$ cat config.mk
export PLATFORM = sky130hd
export DESIGN_NAME = rx_dphy_lane_flat
export DESIGN_NICKNAME = d
export VERILOG_FILES = /design/src/rtl/rx_dphy_lane_if.sv /design/src/rtl/rx_dphy_lane.sv /design/src/flat_wrapper.sv
export SDC_FILE = /design/constraint.sdc
export NUM_CORES = 1
export LEC_CHECK = 0
export CORE_MARGIN = 2
export CORE_UTILIZATION = 53
export DETAILED_ROUTE_END_ITERATION = 16
export PLACE_DENSITY = 0.83
export SLEW_MARGIN = 20
export SYNTH_ARGS = -nofsm -noshare
export SYNTH_HDL_FRONTEND = slang
export SYNTH_SLANG_ARGS = --single-unit
$ cat constraint.sdc
create_clock -name RxByteClk -period 2.5 [get_ports RxByteClk]
set_input_delay 0.375 -clock RxByteClk [delete_from_list [all_inputs] [get_ports RxByteClk]]
set_output_delay 0.375 -clock RxByteClk [all_outputs]
set_load 0.02 [all_outputs]
$ cat src/rtl/rx_dphy_lane_if.sv
// Lane-side signal bundle for rx_dphy_lane.
// The slave modport is the lane controller.
// The master modport is the analog front end plus the protocol layer facing it.
interface rx_dphy_lane_if;
   logic       LP_Dp;
   logic       LP_Dn;
   logic [7:0] HS_DataIn;
   logic       HSRX_EN;
   logic       RxActiveHS;
   logic       RxSyncHS;
   logic       RxValidHS;
   logic [7:0] RxDataHS;
   logic       ErrSotHS;
   logic       ErrSotSyncHS;
   logic       RxStopState;
   logic [2:0] DphyRxState;

   modport master (
      output LP_Dp, LP_Dn, HS_DataIn,
      input  HSRX_EN, RxActiveHS, RxSyncHS, RxValidHS, RxDataHS,
      input  ErrSotHS, ErrSotSyncHS, RxStopState, DphyRxState
   );

   modport slave (
      input  LP_Dp, LP_Dn, HS_DataIn,
      output HSRX_EN, RxActiveHS, RxSyncHS, RxValidHS, RxDataHS,
      output ErrSotHS, ErrSotSyncHS, RxStopState, DphyRxState
   );
endinterface

$ cat src/rtl/rx_dphy_lane.sv
// MIPI D-PHY receive data-lane controller.
// It decodes LP line states to detect SoT and enables the HS receiver after the settle window.
// It then locks onto the HS sync byte at any bit offset and streams aligned payload until LP-11.
// Optional: define RX_SOT_1BIT_TOL_EN to accept a sync byte with a single bit error.
// A byte accepted that way is flagged on ErrSotHS.
module rx_dphy_lane #(
   parameter int unsigned SETTLE_CYCLES = 4,
   parameter int unsigned SYNC_TIMEOUT  = 16,
   parameter logic [7:0]  SYNC_WORD     = 8'hB8
) (
   input logic           RxByteClk,
   input logic           RxRst,
   rx_dphy_lane_if.slave lane
);

   typedef enum logic [2:0] {
      RxStop   = 3'd0,
      RxHsRqst = 3'd1,
      RxHsPrep = 3'd2,
      RxHsSync = 3'd3,
      RxHsData = 3'd4,
      RxErr    = 3'd5
   } state_e;

   state_e      state_q, state_d;
   logic [7:0]  cnt_q, cnt_d;
   logic [7:0]  prev_q, prev_d;
   logic [2:0]  k_q, k_d;
   logic        hsrx_en_q, hsrx_en_d;
   logic        active_q, active_d;
   logic        sync_q, sync_d;
   logic        valid_q, valid_d;
   logic [7:0]  data_q, data_d;
   logic        err_sot_q, err_sot_d;
   logic        err_sync_q, err_sync_d;
   logic        stop_q, stop_d;

   logic [1:0]  lp;
   logic [15:0] win;
   logic        exact_hit, match_hit, match_err, lock;
   logic [2:0]  exact_k, match_k;

   assign lp  = {lane.LP_Dp, lane.LP_Dn};
   assign win = {lane.HS_DataIn, prev_q};

   // Sync search over all eight bit offsets; descending scan leaves the lowest hit.
   always_comb begin
      exact_hit = 1'b0;
      exact_k   = 3'd0;
      for (int i = 7; i >= 0; i--) begin
         if (win[i +: 8] == SYNC_WORD) begin
            exact_hit = 1'b1;
            exact_k   = 3'(i);
         end
      end
   end

`ifdef RX_SOT_1BIT_TOL_EN
   logic       near_hit;
   logic [2:0] near_k;

   // Single-bit-error fallback, used only when no offset matches exactly.
   always_comb begin
      near_hit = 1'b0;
      near_k   = 3'd0;
      for (int i = 7; i >= 0; i--) begin
         if ($countones(win[i +: 8] ^ SYNC_WORD) == 1) begin
            near_hit = 1'b1;
            near_k   = 3'(i);
         end
      end
   end

   assign match_hit = exact_hit | near_hit;
   assign match_k   = exact_hit ? exact_k : near_k;
   assign match_err = ~exact_hit & near_hit;
`else
   assign match_hit = exact_hit;
   assign match_k   = exact_k;
   assign match_err = 1'b0;
`endif

   // Next state, counters and registered outputs; outputs track the state being entered.
   always_comb begin
      state_d = state_q;
      if (state_q != RxStop && lp == 2'b11) begin
         state_d = RxStop;
      end else begin
         unique case (state_q)
            RxStop:   if (lp == 2'b01) state_d = RxHsRqst;
            RxHsRqst: begin
               if (lp == 2'b00)      state_d = RxHsPrep;
               else if (lp == 2'b10) state_d = RxStop;
            end
            RxHsPrep: if (cnt_q == 8'(SETTLE_CYCLES - 1)) state_d = RxHsSync;
            RxHsSync: begin
               if (match_hit)                             state_d = RxHsData;
               else if (cnt_q == 8'(SYNC_TIMEOUT - 1))    state_d = RxErr;
            end
            RxHsData: state_d = RxHsData;
            RxErr:    state_d = RxErr;
            default:  state_d = RxStop;
         endcase
      end

      // Only the settle and search phases need a counter; it restarts on every state entry.
      if (state_d != state_q || !(state_q inside {RxHsPrep, RxHsSync})) begin
         cnt_d = 8'd0;
      end else begin
         cnt_d = cnt_q + 8'd1;
      end

      lock       = (state_q == RxHsSync) && (state_d == RxHsData);
      prev_d     = lane.HS_DataIn;
      k_d        = lock ? match_k : k_q;
      hsrx_en_d  = state_d inside {RxHsPrep, RxHsSync, RxHsData};
      active_d   = (state_d == RxHsData);
      sync_d     = lock;
      err_sot_d  = lock & match_err;
      err_sync_d = (state_q == RxHsSync) && (state_d == RxErr);
      // The byte sampled while LP-11 arrives is dropped: the burst ends on that edge.
      valid_d    = (state_q == RxHsData) && (state_d == RxHsData);
      data_d     = valid_d ? win[k_q +: 8] : data_q;
      stop_d     = (state_q == RxStop);
   end

   // State and output registers with synchronous reset.
   always_ff @(posedge RxByteClk) begin
      if (RxRst) begin
         state_q    <= RxStop;
         cnt_q      <= 8'd0;
         prev_q     <= 8'd0;
         k_q        <= 3'd0;
         hsrx_en_q  <= 1'b0;
         active_q   <= 1'b0;
         sync_q     <= 1'b0;
         valid_q    <= 1'b0;
         data_q     <= 8'd0;
         err_sot_q  <= 1'b0;
         err_sync_q <= 1'b0;
         stop_q     <= 1'b1;
      end else begin
         state_q    <= state_d;
         cnt_q      <= cnt_d;
         prev_q     <= prev_d;
         k_q        <= k_d;
         hsrx_en_q  <= hsrx_en_d;
         active_q   <= active_d;
         sync_q     <= sync_d;
         valid_q    <= valid_d;
         data_q     <= data_d;
         err_sot_q  <= err_sot_d;
         err_sync_q <= err_sync_d;
         stop_q     <= stop_d;
      end
   end

   assign lane.HSRX_EN      = hsrx_en_q;
   assign lane.RxActiveHS   = active_q;
   assign lane.RxSyncHS     = sync_q;
   assign lane.RxValidHS    = valid_q;
   assign lane.RxDataHS     = data_q;
   assign lane.ErrSotHS     = err_sot_q;
   assign lane.ErrSotSyncHS = err_sync_q;
   assign lane.RxStopState  = stop_q;
   assign lane.DphyRxState  = state_q;

endmodule

$ cat src/flat_wrapper.sv
// flat-port wrapper written by rule: the top's interface ports become plain ports
module rx_dphy_lane_flat 
#(
   parameter int unsigned SETTLE_CYCLES = 4,
   parameter int unsigned SYNC_TIMEOUT  = 16,
   parameter logic [7:0]  SYNC_WORD     = 8'hB8
)
  (RxByteClk, RxRst, lane_LP_Dp, lane_LP_Dn, lane_HS_DataIn, lane_HSRX_EN, lane_RxActiveHS, lane_RxSyncHS, lane_RxValidHS, lane_RxDataHS, lane_ErrSotHS, lane_ErrSotSyncHS, lane_RxStopState, lane_DphyRxState);
  rx_dphy_lane_if lane_i ();
  input logic RxByteClk;
  input logic RxRst;
  input wire logic [$bits(lane_i.LP_Dp)-1:0] lane_LP_Dp;
  input wire logic [$bits(lane_i.LP_Dn)-1:0] lane_LP_Dn;
  input wire logic [$bits(lane_i.HS_DataIn)-1:0] lane_HS_DataIn;
  output wire logic [$bits(lane_i.HSRX_EN)-1:0] lane_HSRX_EN;
  output wire logic [$bits(lane_i.RxActiveHS)-1:0] lane_RxActiveHS;
  output wire logic [$bits(lane_i.RxSyncHS)-1:0] lane_RxSyncHS;
  output wire logic [$bits(lane_i.RxValidHS)-1:0] lane_RxValidHS;
  output wire logic [$bits(lane_i.RxDataHS)-1:0] lane_RxDataHS;
  output wire logic [$bits(lane_i.ErrSotHS)-1:0] lane_ErrSotHS;
  output wire logic [$bits(lane_i.ErrSotSyncHS)-1:0] lane_ErrSotSyncHS;
  output wire logic [$bits(lane_i.RxStopState)-1:0] lane_RxStopState;
  output wire logic [$bits(lane_i.DphyRxState)-1:0] lane_DphyRxState;
  assign lane_i.LP_Dp = lane_LP_Dp;
  assign lane_i.LP_Dn = lane_LP_Dn;
  assign lane_i.HS_DataIn = lane_HS_DataIn;
  assign lane_HSRX_EN = lane_i.HSRX_EN;
  assign lane_RxActiveHS = lane_i.RxActiveHS;
  assign lane_RxSyncHS = lane_i.RxSyncHS;
  assign lane_RxValidHS = lane_i.RxValidHS;
  assign lane_RxDataHS = lane_i.RxDataHS;
  assign lane_ErrSotHS = lane_i.ErrSotHS;
  assign lane_ErrSotSyncHS = lane_i.ErrSotSyncHS;
  assign lane_RxStopState = lane_i.RxStopState;
  assign lane_DphyRxState = lane_i.DphyRxState;
  rx_dphy_lane #(.SETTLE_CYCLES(SETTLE_CYCLES), .SYNC_TIMEOUT(SYNC_TIMEOUT), .SYNC_WORD(SYNC_WORD)) u_core (.RxByteClk(RxByteClk), .RxRst(RxRst), .lane(lane_i));
endmodule
* Yosys cells after proc, flatten, opt, wreduce, memory -nomap -nowiden
Cells that the tools add are included.
Cells by class: add/subtract/negate cells 1, eq/ne operators 23, shift-type cells 1, muxes and demuxes 24, reductions and logical operators 12
Operators with widths (count):
- 8-bit equality test, second input constant | 8
- 3-bit two-way mux | 15
- 3-bit one-hot mux with 6 select lines | 1
- 16-bit by 4-bit variable part select with 8-bit output | 1
- 3-bit by 2-bit equality test with 1-bit output, second input constant | 4
- 3-bit equality test, second input constant | 4
- 8-bit by 1-bit adder with 8-bit output, second input constant | 1
- 8-bit by 2-bit equality test with 1-bit output, second input constant | 1
- 8-bit by 4-bit equality test with 1-bit output, second input constant | 1
- 1-bit two-way mux | 8
- 3-bit nonzero test | 2
- 2-bit equality test, second input constant | 2
- 1-bit logical AND | 4
- 3-bit by 1-bit equality test with 1-bit output, second input constant | 1
- 3-bit zero test | 1
- 3-bit != test | 1
- 2-bit by 1-bit equality test with 1-bit output, second input constant | 1
- 2-bit zero test | 1
- 2-bit nonzero test | 1
- 2-bit OR reduction | 1
- 1-bit zero test | 1
- 1-bit logical OR | 1
Storage, ports and cells: flip-flop bits (word level) 36, input port bits 12, output and inout bits 18, logic and storage cells 72

* Longest topological paths before layout
depth in word-level cells 15, gate-level depth with buffers 7

* Worst setup path before layout
No wires, ideal clock.
kind register to register, start register u_core.cnt_q[5], end register u_core.hsrx_en_q, in the netlist u_core.lane.HSRX_EN, library setup time 0.116 ns, arrival time 1.855 ns, required time 2.384 ns, slack 0.529 ns, stages on the path, launching flop included 6, path buffers 0, period minus slack after synthesis 1.971 ns, cells stage by stage dfxtp_1 -> or4_4 -> or4b_4 -> o32ai_4 -> mux2i_1 -> a31o_1
Between the ends: cells in the longest elaborated chain, start to end 7, elaborated cells between the ends (all ways) 11
Ends and longest elaborated chain:
- start, declared | line rx_dphy_lane.sv:26 | logic [7:0] cnt_q, cnt_d;
- start signal, assigned | line rx_dphy_lane.sv:144 | cnt_q <= cnt_d;
- 8-bit by 4-bit equality test with 1-bit output | line rx_dphy_lane.sv:98 | else if (cnt_q == 8'(SYNC_TIMEOUT - 1)) state_d = RxErr;
- 3-bit two-way mux | line rx_dphy_lane.sv:98
- 3-bit two-way mux | line rx_dphy_lane.sv:97 | if (match_hit) state_d = RxHsData;
- 3-bit one-hot mux with 6 select lines (*) | line rx_dphy_lane.sv:89 | unique case (state_q)
- 3-bit two-way mux (*) | line rx_dphy_lane.sv:86 | if (state_q != RxStop && lp == 2'b11) begin
- 3-bit by 2-bit equality test with 1-bit output / 3-bit equality test (equally long branches) | line rx_dphy_lane.sv:116 | hsrx_en_d = state_d inside {RxHsPrep, RxHsSync, RxHsData};
- 3-bit nonzero test (*) | line rx_dphy_lane.sv:116
- end signal, assigned | line rx_dphy_lane.sv:147 | hsrx_en_q <= hsrx_en_d;
- end, declared | line rx_dphy_lane.sv:29 | logic hsrx_en_q, hsrx_en_d;
Every way passes the cells marked *; elsewhere a longest branch is shown, timed or not. A chain may end at the register's enable or synchronous reset.

* Final worst setup path
start register u_core.cnt_q[5], end register u_core.cnt_q[1]
Between the ends: cells in the longest elaborated chain, start to end 8, elaborated cells between the ends (all ways) 10
Ends and longest elaborated chain:
- 8-bit by 4-bit equality test with 1-bit output | line rx_dphy_lane.sv:98
- 3-bit two-way mux | line rx_dphy_lane.sv:98
- 3-bit two-way mux | line rx_dphy_lane.sv:97
- 3-bit one-hot mux with 6 select lines (*) | line rx_dphy_lane.sv:89
- 3-bit two-way mux (*) | line rx_dphy_lane.sv:86
- 3-bit != test (*) | line rx_dphy_lane.sv:107 | if (state_d != state_q || !(state_q inside {RxHsPrep, RxHsSync})) begin
- 1-bit logical OR (*) | line rx_dphy_lane.sv:107
- 2-bit OR reduction (no line) (*)
Marks and branches as above.

==> impl_metrics.toml <==
[synthesis]
syn-instance-count = 216
yosys-top-cells-count = "dfxtp_1 (36), nor2_1 (34), nand2_1 (22)"
yosysTopAreaCellShare_pct = 36.9
synth_area_leaders = "dfxtp_1 (37%), mux2i_1 (8.2%), nor2_1 (6.5%)"
syn_nets = 229
synth_seq_cells = 36
avgSynthCellArea_um2 = 9.05
synth_most_common_cell = "dfxtp_1"
synth_largest_area_cell = "dfxtp_1"
netlist_area_um2 = 1950
async_flop_share_pct = 0
yosys_warnings = 0
ys.flop_type = "dfxtp_1"
synth_edf_count = 0
ys_seq_area_share_pct = 36.9
synth.distinct_cells = 47

[clocking]
clock_latency_ns = 0.29
ctsHoldBuffers = 0
cts_buffers = 5
cts_tree = "done"
cts.sinks = 36
clock-root-buffer = "clkbuf_8"
htree_levels = 2
post-cts-setup-buffers = 0
cts_resized = 0
cts_max_path_buffers = 2
clk_pin_slew_ns = 0.07

[pwr]
switching_share_pct = 24.0
p_comb_share_pct = 9.7
p_sw_w = 0.000271
p_leak_nw = 0.805
vdd_drop_max_mv = 0.342
power_frac_clock_pct = 37.5
p_int_w = 0.000858
seqPwrFrac_pct = 52.9
powerDensity_nw_per_um2 = 482
p_total_w = 0.00113

[placement]
dp_slack_ns = 0.113
portBuffers = 28
place_inst = 283
hpwl_mm = 2.94
gp_congestion = 0.949

[sta]
rsz0062_at_grt = "no"
setup_tns_ns = 0
timing.fmax_mhz = 478
fin_skew_ns = 0.00569
tightest_slew_ns = 0.651
slew_headroom_pct = 56.6
setup_slack_ns = 0.407
setup_viol = 0
hold_viol_final = 0
maxSlewViolCount = 0
finalCritPeriodShare_pct = 83.7
fin_crit_ns = 2.09

[detailed_routing]
drc = 0
routedLengthMet1_mm = 1.87
vias = 1697
ant_nets = 0
dr_wl_met3_um = 247
detail_route.vias_per_cell = 5.83
dr.pass1.iters = 4
highest_layer = "met4"
drtIter0Drc = 193
dr_wl_met2_mm = 1.89
wl_per_cell_um = 14.1
drt-total-wl_mm = 4.10

[worst_setup_path]
crit_fanout = 8
crit_path_start_kind = "flop"
cp-end-kind = "flop"
crit_type = "reg2reg"
critical_path_required_ns = 2.67
worstPathArrival_ns = 2.26

[floorplanning]
die_h_um = 64.7
io_pins = 30
die_area_um2 = 4190
placementRows = 22
start_util_pct = 54.2
core_um2 = 3610
chipWidth_um = 64.7

[final_layout]
area_growth_pct = 19.9
final_layout_size_suffix_gt1_share_pct = 11.5
diodes = 0
layout.nets = 255
layout.cells.non_filler = 291

[grt]
antenna_found_initial = 0
grt_usage_pct = 21.6
grt_max_degree = 20
grt_pass1_vias = 1547
grt_pass1_wl_mm = 7.17
grt-ovfl-total = 0

[flow_run]
maxCapViolCount = 0

[hold_path]
hp-class = "reg2reg"

[run_status]
status = "complete, no violations"
## flip-flops by register name, summed over array words and instances (netlist names)
| signal | count |
|---|---|
| u_core.prev_q | 8 |
| u_core.lane.RxStopState | 1 |
| u_core.lane.RxSyncHS | 1 |
| u_core.lane.ErrSotSyncHS | 1 |
| u_core.lane.RxDataHS | 8 |
| u_core.lane.RxValidHS | 1 |
| u_core.lane.DphyRxState | 3 |
| u_core.lane.RxActiveHS | 1 |
| u_core.k_q | 3 |
| u_core.lane.HSRX_EN | 1 |
| u_core.cnt_q | 8 |
## routing by layer
metal,GRT usage [%],vias to the layer above
met3,5.21,11
met4,10.1,0
met2,32.1,56
li1,-,832
met5,0,-
met1,29.4,798
## layout by cell type (no fill, tap or decap), types with 2 or more instances in the layout
| cell | netlist | final |
|---|---|---|
| a211oi_1 | 7 | 7 |
| a21oi_1 | 8 | 8 |
| a31oi_1 | 3 | 3 |
| and4_1 | 3 | 3 |
| buf_4 | 3 | 3 |
| clkbuf_8 | 0 | 6 |
| clkdlybuf4s50_1 | 0 | 28 |
| clkinv_2 | 0 | 2 |
| dfxtp_1 | 36 | 36 |
| mux2_2 | 3 | 3 |
| mux2i_1 | 16 | 16 |
| mux4_2 | 3 | 3 |
| nand2_1 | 22 | 22 |
| nand3_1 | 3 | 3 |
| nand3b_1 | 2 | 2 |
| nor2_1 | 34 | 34 |
| nor2b_1 | 9 | 9 |
| nor3_1 | 5 | 5 |
| nor4bb_1 | 12 | 12 |
| o21ai_0 | 6 | 6 |
| xnor2_1 | 4 | 4 |
| xor2_1 | 3 | 3 |
## metrics by stage
| step | hold WS, ns | utilization, % | instance area, um^2 |
|---|---|---|---|
| final | 0.481 | 65.0 | 2340 |
| after floorplan | 0.418 | - | 1950 |
| after CTS | 0.488 | 65.0 | 2340 |
| after detailed placement | 0.479 | 62.4 | 2250 |
| after global routing | 0.521 | 65.0 | 2340 |
| after global placement | 0.431 | 62.4 | 2250 |
## final timing paths
check / start / endpoint / slack [ns] / cells past startpoint
worst max-delay path: u_core.cnt_q[5] / u_core.cnt_q[1] / 0.41 / 5
worst min-delay path: u_core.cnt_q[0] / u_core.cnt_q[0] / 0.48 / 1
worst max register to register: u_core.cnt_q[5] / u_core.cnt_q[1] / 0.41 / 5
worst min register to register: u_core.cnt_q[0] / u_core.cnt_q[0] / 0.48 / 1
## critical path, cell delays in order (launching register included)
cell and delay, ns:
dfxtp_1 0.34, or4_4 0.54, or4b_4 0.56, and4_4 0.22
a21oi_4 0.23, nor2b_1 0.09
## power by group through the flow
stage | Clock (W) | Sequential [W] | Combinational [W]
3_3_place_gp | 0 | 0.000609 | 0.000106
4_1_cts | 0.000430 | 0.000596 | 0.000108
6_report | 0.000423 | 0.000597 | 0.000109
3_5_place_dp | 0 | 0.000609 | 0.000108
5_1_grt | 0.000460 | 0.000598 | 0.000119
2_1_floorplan | 0 | 0.000606 | 0.0000663
## logic make-up (layout without fill, tap and decap cells)
family | count (synthesis) | in the layout | synth area share, %
AOI/OAI and AO/OA | 34 | 34 | 13.1
xor gates and xnor gates | 7 | 7 | 3.14
adders and majority gates | 1 | 1 | 0.640
buffers and inverters | 14 | 41 | 3.78
DFF | 36 | 36 | 36.9
muxes | 22 | 22 | 13.4
other | 1 | 1 | 0.192
and+or+nand+nor | 101 | 101 | 28.9
## area by class of cell
class                           count  area, um^2
Fill cell                         305        1260
Multi-Input combinational cell    166        1160
Sequential cell                    36         721
Timing Repair Buffer               31         303
Clock buffer                        6        82.6
Tap cell                           48        60.1
Clock inverter                      2        10.0
Inverter                            2        7.51
(Power assumes the default switching activity.)
